### src/rtl/uart_rx_framer.sv
// UART receive framer: 8N1 deserializer with a one-deep output holding
// register, ready/valid handshake, frame-error pulse and sticky overrun.
//
// state | meaning
// ------+---------------------------------------------------------------
// IDLE  | line idle, waiting for rx_s to fall
// START | timing to the middle of the start bit to confirm it
// DATA  | sampling 8 data bits at mid-bit, LSB first
// STOP  | sampling the stop bit at mid-bit
// BREAK | stop bit was low; waiting for the line to return high
module uart_rx_framer #(
    parameter int CLKS_PER_BIT = 868
) (
    input  logic       clk,
    input  logic       rst_n,
    input  logic       rx,
    output logic [7:0] rx_data,
    output logic       rx_valid,
    input  logic       rx_ready,
    output logic       frame_err,
    output logic       overrun,
    output logic       busy
);

    // Mid-bit offset for the start bit and full-bit terminal count thereafter.
    localparam logic [15:0] HALF_LAST = 16'(CLKS_PER_BIT / 2 - 1);
    localparam logic [15:0] BIT_LAST  = 16'(CLKS_PER_BIT - 1);

    typedef enum logic [2:0] {
        IDLE,
        START,
        DATA,
        STOP,
        BREAK
    } state_t;

    state_t      state;
    logic        rx_meta;
    logic        rx_s;
    logic [15:0] timer;
    logic [2:0]  bit_idx;
    logic [7:0]  shreg;
    logic        byte_done;
    logic        handshake;

    assign busy      = (state != IDLE);
    assign handshake = rx_valid && rx_ready;

    // Two-flop synchronizer; resets to the idle-high line level.
    always_ff @(posedge clk or negedge rst_n) begin
        if (!rst_n) begin
            rx_meta <= 1'b1;
            rx_s    <= 1'b1;
        end else begin
            rx_meta <= rx;
            rx_s    <= rx_meta;
        end
    end

    // Framing FSM: bit timing, deserialization, stop-bit check.
    always_ff @(posedge clk or negedge rst_n) begin
        if (!rst_n) begin
            state     <= IDLE;
            timer     <= 16'd0;
            bit_idx   <= 3'd0;
            shreg     <= 8'h00;
            byte_done <= 1'b0;
            frame_err <= 1'b0;
        end else begin
            byte_done <= 1'b0;
            frame_err <= 1'b0;
            case (state)
                IDLE: begin
                    if (!rx_s) begin
                        state <= START;
                        timer <= 16'd0;
                    end
                end
                START: begin
                    if (timer == HALF_LAST) begin
                        timer   <= 16'd0;
                        bit_idx <= 3'd0;
                        // A line that is already back high was only a glitch.
                        state   <= rx_s ? IDLE : DATA;
                    end else begin
                        timer <= timer + 16'd1;
                    end
                end
                DATA: begin
                    if (timer == BIT_LAST) begin
                        timer   <= 16'd0;
                        shreg   <= {rx_s, shreg[7:1]};
                        bit_idx <= bit_idx + 3'd1;
                        if (bit_idx == 3'd7) begin
                            state <= STOP;
                        end
                    end else begin
                        timer <= timer + 16'd1;
                    end
                end
                STOP: begin
                    if (timer == BIT_LAST) begin
                        timer <= 16'd0;
                        if (rx_s) begin
                            byte_done <= 1'b1;
                            state     <= IDLE;
                        end else begin
                            frame_err <= 1'b1;
                            state     <= BREAK;
                        end
                    end else begin
                        timer <= timer + 16'd1;
                    end
                end
                BREAK: begin
                    if (rx_s) begin
                        state <= IDLE;
                    end
                end
                default: begin
                    state <= IDLE;
                    timer <= 16'd0;
                end
            endcase
        end
    end

    // Output holding register: load on completion when free or being
    // drained this cycle, otherwise drop the new byte and flag overrun.
    always_ff @(posedge clk or negedge rst_n) begin
        if (!rst_n) begin
            rx_data  <= 8'h00;
            rx_valid <= 1'b0;
            overrun  <= 1'b0;
        end else if (byte_done) begin
            if (!rx_valid || rx_ready) begin
                rx_data  <= shreg;
                rx_valid <= 1'b1;
                if (handshake) begin
                    overrun <= 1'b0;
                end
            end else begin
                overrun <= 1'b1;
            end
        end else if (handshake) begin
            rx_valid <= 1'b0;
            overrun  <= 1'b0;
        end
    end

endmodule

### config.mk
export PLATFORM = sky130hd
export DESIGN_NAME = uart_rx_framer
export DESIGN_NICKNAME = d
export VERILOG_FILES = /design/src/rtl/uart_rx_framer.sv
export SDC_FILE = /design/constraint.sdc
export NUM_CORES = 1
export LEC_CHECK = 0
export CAP_MARGIN = 20
export CORE_UTILIZATION = 29
export CTS_CLUSTER_SIZE = 16
export DETAILED_ROUTE_END_ITERATION = 8
export PLACE_DENSITY_LB_ADDON = 0.05
export SLEW_MARGIN = 20
export SYNTH_ARGS = -nofsm -noshare
export SYNTH_HDL_FRONTEND = slang
export SYNTH_SLANG_ARGS = --single-unit
export TNS_END_PERCENT = 20
### constraint.sdc
create_clock -name clk -period 2.4 [get_ports clk]
set_clock_uncertainty 0.2 [all_clocks]
set_input_delay 0.6 -clock clk [delete_from_list [all_inputs] [get_ports clk]]
set_output_delay 0.6 -clock clk [all_outputs]
set_load 0.02 [all_outputs]
* Yosys cells after proc, flatten, opt, wreduce, memory -nomap -nowiden
Cells that the tools add are included. W data, S select, Z words.
Word-level totals: memories kept 0, logic and storage cells 70, ROM bits 0, latch bits 0, register bits after elaboration 44, memory bits (writable) 0
Cells by class: shift-type cells 0, div/mod/pow operators 0, equality and inequality tests 14, reduce and logical (&&, ||, !) cells 14, order comparisons 0, bitwise operators 1, multiplexer cells 28, $mul 0, add/sub/neg operators 2
Operators by type and width (count):
- $pmux W16 S4 | 1
- $mux W16 | 3
- $mux W3 | 9
- $add A16 B1 Y16 const B | 1
- $eq A16 B10 Y1 const B | 1
- $eq A16 B9 Y1 const B | 1
- $pmux W3 S5 | 1
- $mux W1 | 12
- $ne A2 B2 Y1 const B | 6
- $reduce_and A2 Y1 | 4
- $eq A3 B2 Y1 const B | 2
- $eq A3 B3 Y1 const B | 2
- $pmux W3 S2 | 1
- $reduce_and A6 Y1 | 1
- $reduce_bool A2 Y1 | 2
- $add A3 B1 Y3 const B | 1
- $eq A3 B1 Y1 const B | 1
- $logic_not A3 Y1 | 1
- $reduce_and A3 Y1 | 1
- $reduce_bool A3 Y1 | 1
- $mux W2 | 1
- $ne A2 B1 Y1 const B | 1
- $reduce_or A2 Y1 | 1
- $logic_and A1 B1 Y1 | 1
- other kinds (3) | 3

* Longest topological paths before layout
depth in word-level cells 4, depth in mapped cells 8, gate-level depth less buffers 7

* Worst setup path after synthesis
OpenSTA, ideal clock, no wires.
path kind register -> register, start point reg timer[0], end point reg shreg[0], cell stages (with the launch flop) 8, data required time 2075 ps, setup time 125 ps, slack 156 ps, arrival 1919 ps, clock period less this slack 2244 ps, path buffers 2, path through dfrtp_1 ha_1 and4bb_2 nand4_2 or3b_1 buf_2 buf_6 mux2_4
On the way: cells in the longest elaborated chain, start to end 2
RTL lines:
- start: declaration | RTL line 40 | logic [15:0] timer;
- start signal: assignment | RTL line 86 | timer <= timer + 16'd1;
- start signal: assignment | RTL line 98 | timer <= timer + 16'd1;
- start signal: assignment | RTL line 112 | timer <= timer + 16'd1;
- $eq A16 B10 Y1 | RTL line 90 | if (timer == BIT_LAST) begin
- $reduce_and A2 Y1 (no line)
- end signal: assignment | RTL line 92 | shreg <= {rx_s, shreg[7:1]};
- end: declaration | RTL line 42 | logic [7:0] shreg;
Every way passes these cells. A chain may end at the register's enable or synchronous reset.

* Final worst setup path
start point reg timer[12], end point reg shreg[5]
The elaborated chain is that of the path after synthesis.

==> metrics.yaml <==
sta:
  finalHoldViolations: 0
  setup_tns_ns: 0
  setup_slack_ns: 0.147
  holdWs_ns: 0.160
  fin_crit_ns: 2.25
  rsz0062_at_grt: "false"
  max_freq_mhz: 444
  slew_headroom_pct: 62.2
  worst_pin_slew_ns: 0.567
  drv_slew: 0
  finalSetupViolations: 0
  fin_crit_sh_pct: 93.9
yosys:
  synthCells: 192
  synth_seq_cells: 44
  yosysUniqueCellTypes: 46
  synth-edff-count: 0
  async_flop_share_pct: 100
  synthXorXnorAreaFrac_pct: 2.09
  netlist_area_sq_mm: 0.00209
  ys.flop_type: "dfrtp_1"
  synth_top_family_by_area: "simple AND/OR/NAND/NOR gates"
  synthAdderAreaFrac_pct: 2.39
  avgSynthCellArea_sq_um: 10.9
  ys_warn_count: 0
  synthSimpleGateAreaFrac_pct: 19.6
  syn-num-nets: 200
  synth_compound_area_share_pct: 10.5
  muxShareOfSynthArea_pct: 9.26
  ys_seq_area_share_pct: 52.7
die:
  die_x_um: 87.0
  start_util_pct: 30.5
  die_area_sq_mm: 0.00757
  num_io_pins: 16
  placement_rows: 30
  fp.dieH_um: 87.0
  core_area_sq_mm: 0.00687
clock_tree:
  hold_buffers: 0
  clk_latency_ns: 0.30
  cts.htree.levels: 2
  cts_tree: "done"
  post_cts_buffers: 0
  cts.sinks: 44
  cts_buffers: 5
  clk_path_buf_depth: 2
  root_buffer: "clkbuf_8"
  path_clk_slew_ns: 0.09
worst_setup_path:
  path_class: "flop to flop"
  reg2regPathDepth: 5
  cp.arrival_ns: 2.24
  worst_setup_path_start_kind: "flop"
  cp.depth: 5
  cp_max_fo: 13
  path_cells: "nor4_4 > nand4_2 > or3b_1 > buf_4 > mux2_4"
  slowest_delay_ns: 0.45
  critical_path_required_ns: 2.39
  slowest_stage: "dfrtp_1"
  worstSetupEndpointType: "flop"
  crit_family: "simple AND/OR/NAND/NOR gates"
  worst-path-buf-inv: 1
placement:
  dp_slack_ns: 0.0600
  placed_cell_area_sq_mm: 0.00241
  hpwlAfterDp_mm: 2.94
  finalWeightedCongestion: 0.785
  io_buffers: 15
  placed_cells: 306
min_path:
  hp-class: "flop to flop"
  min_delay_path_depth: 0
cells_and_area:
  final_nets: 225
  finalNonFillerCells: 314
  drive_gt1_share_pct: 20.2
  n_antenna_cell: 0
  fin_area_sq_mm: 0.00253
  final_core_utilization_pct: 36.8
  synthToLayoutAreaGrowth_pct: 20.7
routing:
  avgViaCountPerCell: 4.83
  dr.pass1.iters: 4
  wire_per_inst_um: 13.3
  drtIter0Drc: 102
  drc: 0
  drt-total-wl_mm: 4.19
  vias: 1518
  ant_nets: 0
flow_run:
  cap_viol_max_count: 0
global_route:
  grt_max_degree: 45
  track_usage_pct: 12.5
  antenna_found_initial: 0
  grt_first_pass_wirelength_mm: 7.31
  grt_pass1_vias: 1516
  grt-ovfl-total: 0
power_and_ir_drop:
  irDropWorstVdd_mv: 0.320
  pwr-share-seq_pct: 55.5
  cell_internal_pwr_mw: 1.06
  pwr-share-comb_pct: 1.6
  powerDensity_mw_per_mm2: 531
  clkPwrFrac_pct: 42.9
  p_leak_nw: 1.22
  power_mw: 1.34
  p_switching_mw: 0.280
  power.switching_fraction_pct: 20.9
run_status:
  status: "finished, final reports clean"
[power by group through the flow]
| stage | registers (mW) | logic [mW] | clock network [mW] |
|---|---|---|---|
| after floorplan | 0.760 | 0.00206 | 0 |
| after global placement | 0.760 | 0.0228 | 0 |
| after detailed placement | 0.760 | 0.0235 | 0 |
| after CTS | 0.745 | 0.0236 | 0.604 |
| after global routing | 0.746 | 0.0260 | 0.632 |
| final | 0.745 | 0.0219 | 0.576 |
[what timing repair did]
action	in CTS	in global routing
gates resized for setup	1	1
endpoints found under the hold margin	0	0
setup endpoints to repair	1	14
[worst paths after layout]
kind / start / endpoint / slack (ns)
max in group asynchronous: rst_n / rx_s$_DFF_PN1_ / 1.44
min in group asynchronous: rst_n / rx_valid$_DFFE_PN0P_ / 0.18
worst max register to register: timer[12]$_DFFE_PN0P_ / shreg[5]$_DFFE_PN0P_ / 0.15
worst min register to register: rx_meta$_DFF_PN1_ / rx_s$_DFF_PN1_ / 0.16
worst min-delay path: rx_meta$_DFF_PN1_ / rx_s$_DFF_PN1_ / 0.16
worst max-delay path: timer[12]$_DFFE_PN0P_ / shreg[5]$_DFFE_PN0P_ / 0.15
[cell families (layout without fill, tap and decap cells)]
family                   count (synthesis)  count (layout)
buffers and inverters                   17              43
XOR/XNOR                                 5               5
AND/OR/NAND/NOR                         72              72
multiplexers                            16              16
AO/OA/AOI/OAI                           34              34
flip-flops                              44              44
adder cells (fa/ha/maj)                  4               4
[layout make-up]
class / count / area [sq um]
Clock buffer: 5 / 68.8
Fill cell: 663 / 4340
Multi-Input combinational cell: 131 / 926
Clock inverter: 3 / 46.3
Tap cell: 96 / 120
Sequential cell: 44 / 1100
Timing Repair Buffer: 27 / 234
Inverter: 8 / 30.0
[registers in the layout, indices dropped and copies added (netlist names)]
name,count
shreg,8
rx_meta,1
byte_done,1
state,3
rx_data,8
bit_idx,3
rx_s,1
frame_err,1
timer,16
rx_valid,1
overrun,1
[per-layer routing]
metal	GRT usage [%]	up-vias	wire length, um
met5	0	-	0
met4	4.55	0	60
met3	2.84	7	167
met2	20.7	38	2050
met1	16.1	735	1910
li1	-	738	-
[synthesized netlist by cell type (all sizes together) (4+ instances only)]
library cell,count,area share (%)
dfrtp,42,50
mux2,15,8.8
nand2,15,2.7
nor2,15,2.7
a21oi,11,2.8
nand3,9,2.2
inv,8,1.4
o21ai,7,1.7
and3,6,1.8
clkbuf,6,1.1
nand4,6,2.1
ha,4,2.4
or3,4,1.2
[cells in the final DEF, fill, tap and decap left out, types with 6 or more instances in the layout]
cell type        synthesis  layout
dfrtp_1                 42      42
nand2_1                 15      15
nor2_1                  15      15
clkdlybuf4s50_1          0      13
buf_4                    0      12
mux2_2                  11      11
a21oi_1                 10      10
nand3_1                  9       9
inv_1                    8       8
and3_1                   6       6
o21ai_0                  6       6
Power figures use the tool's default switching activity.
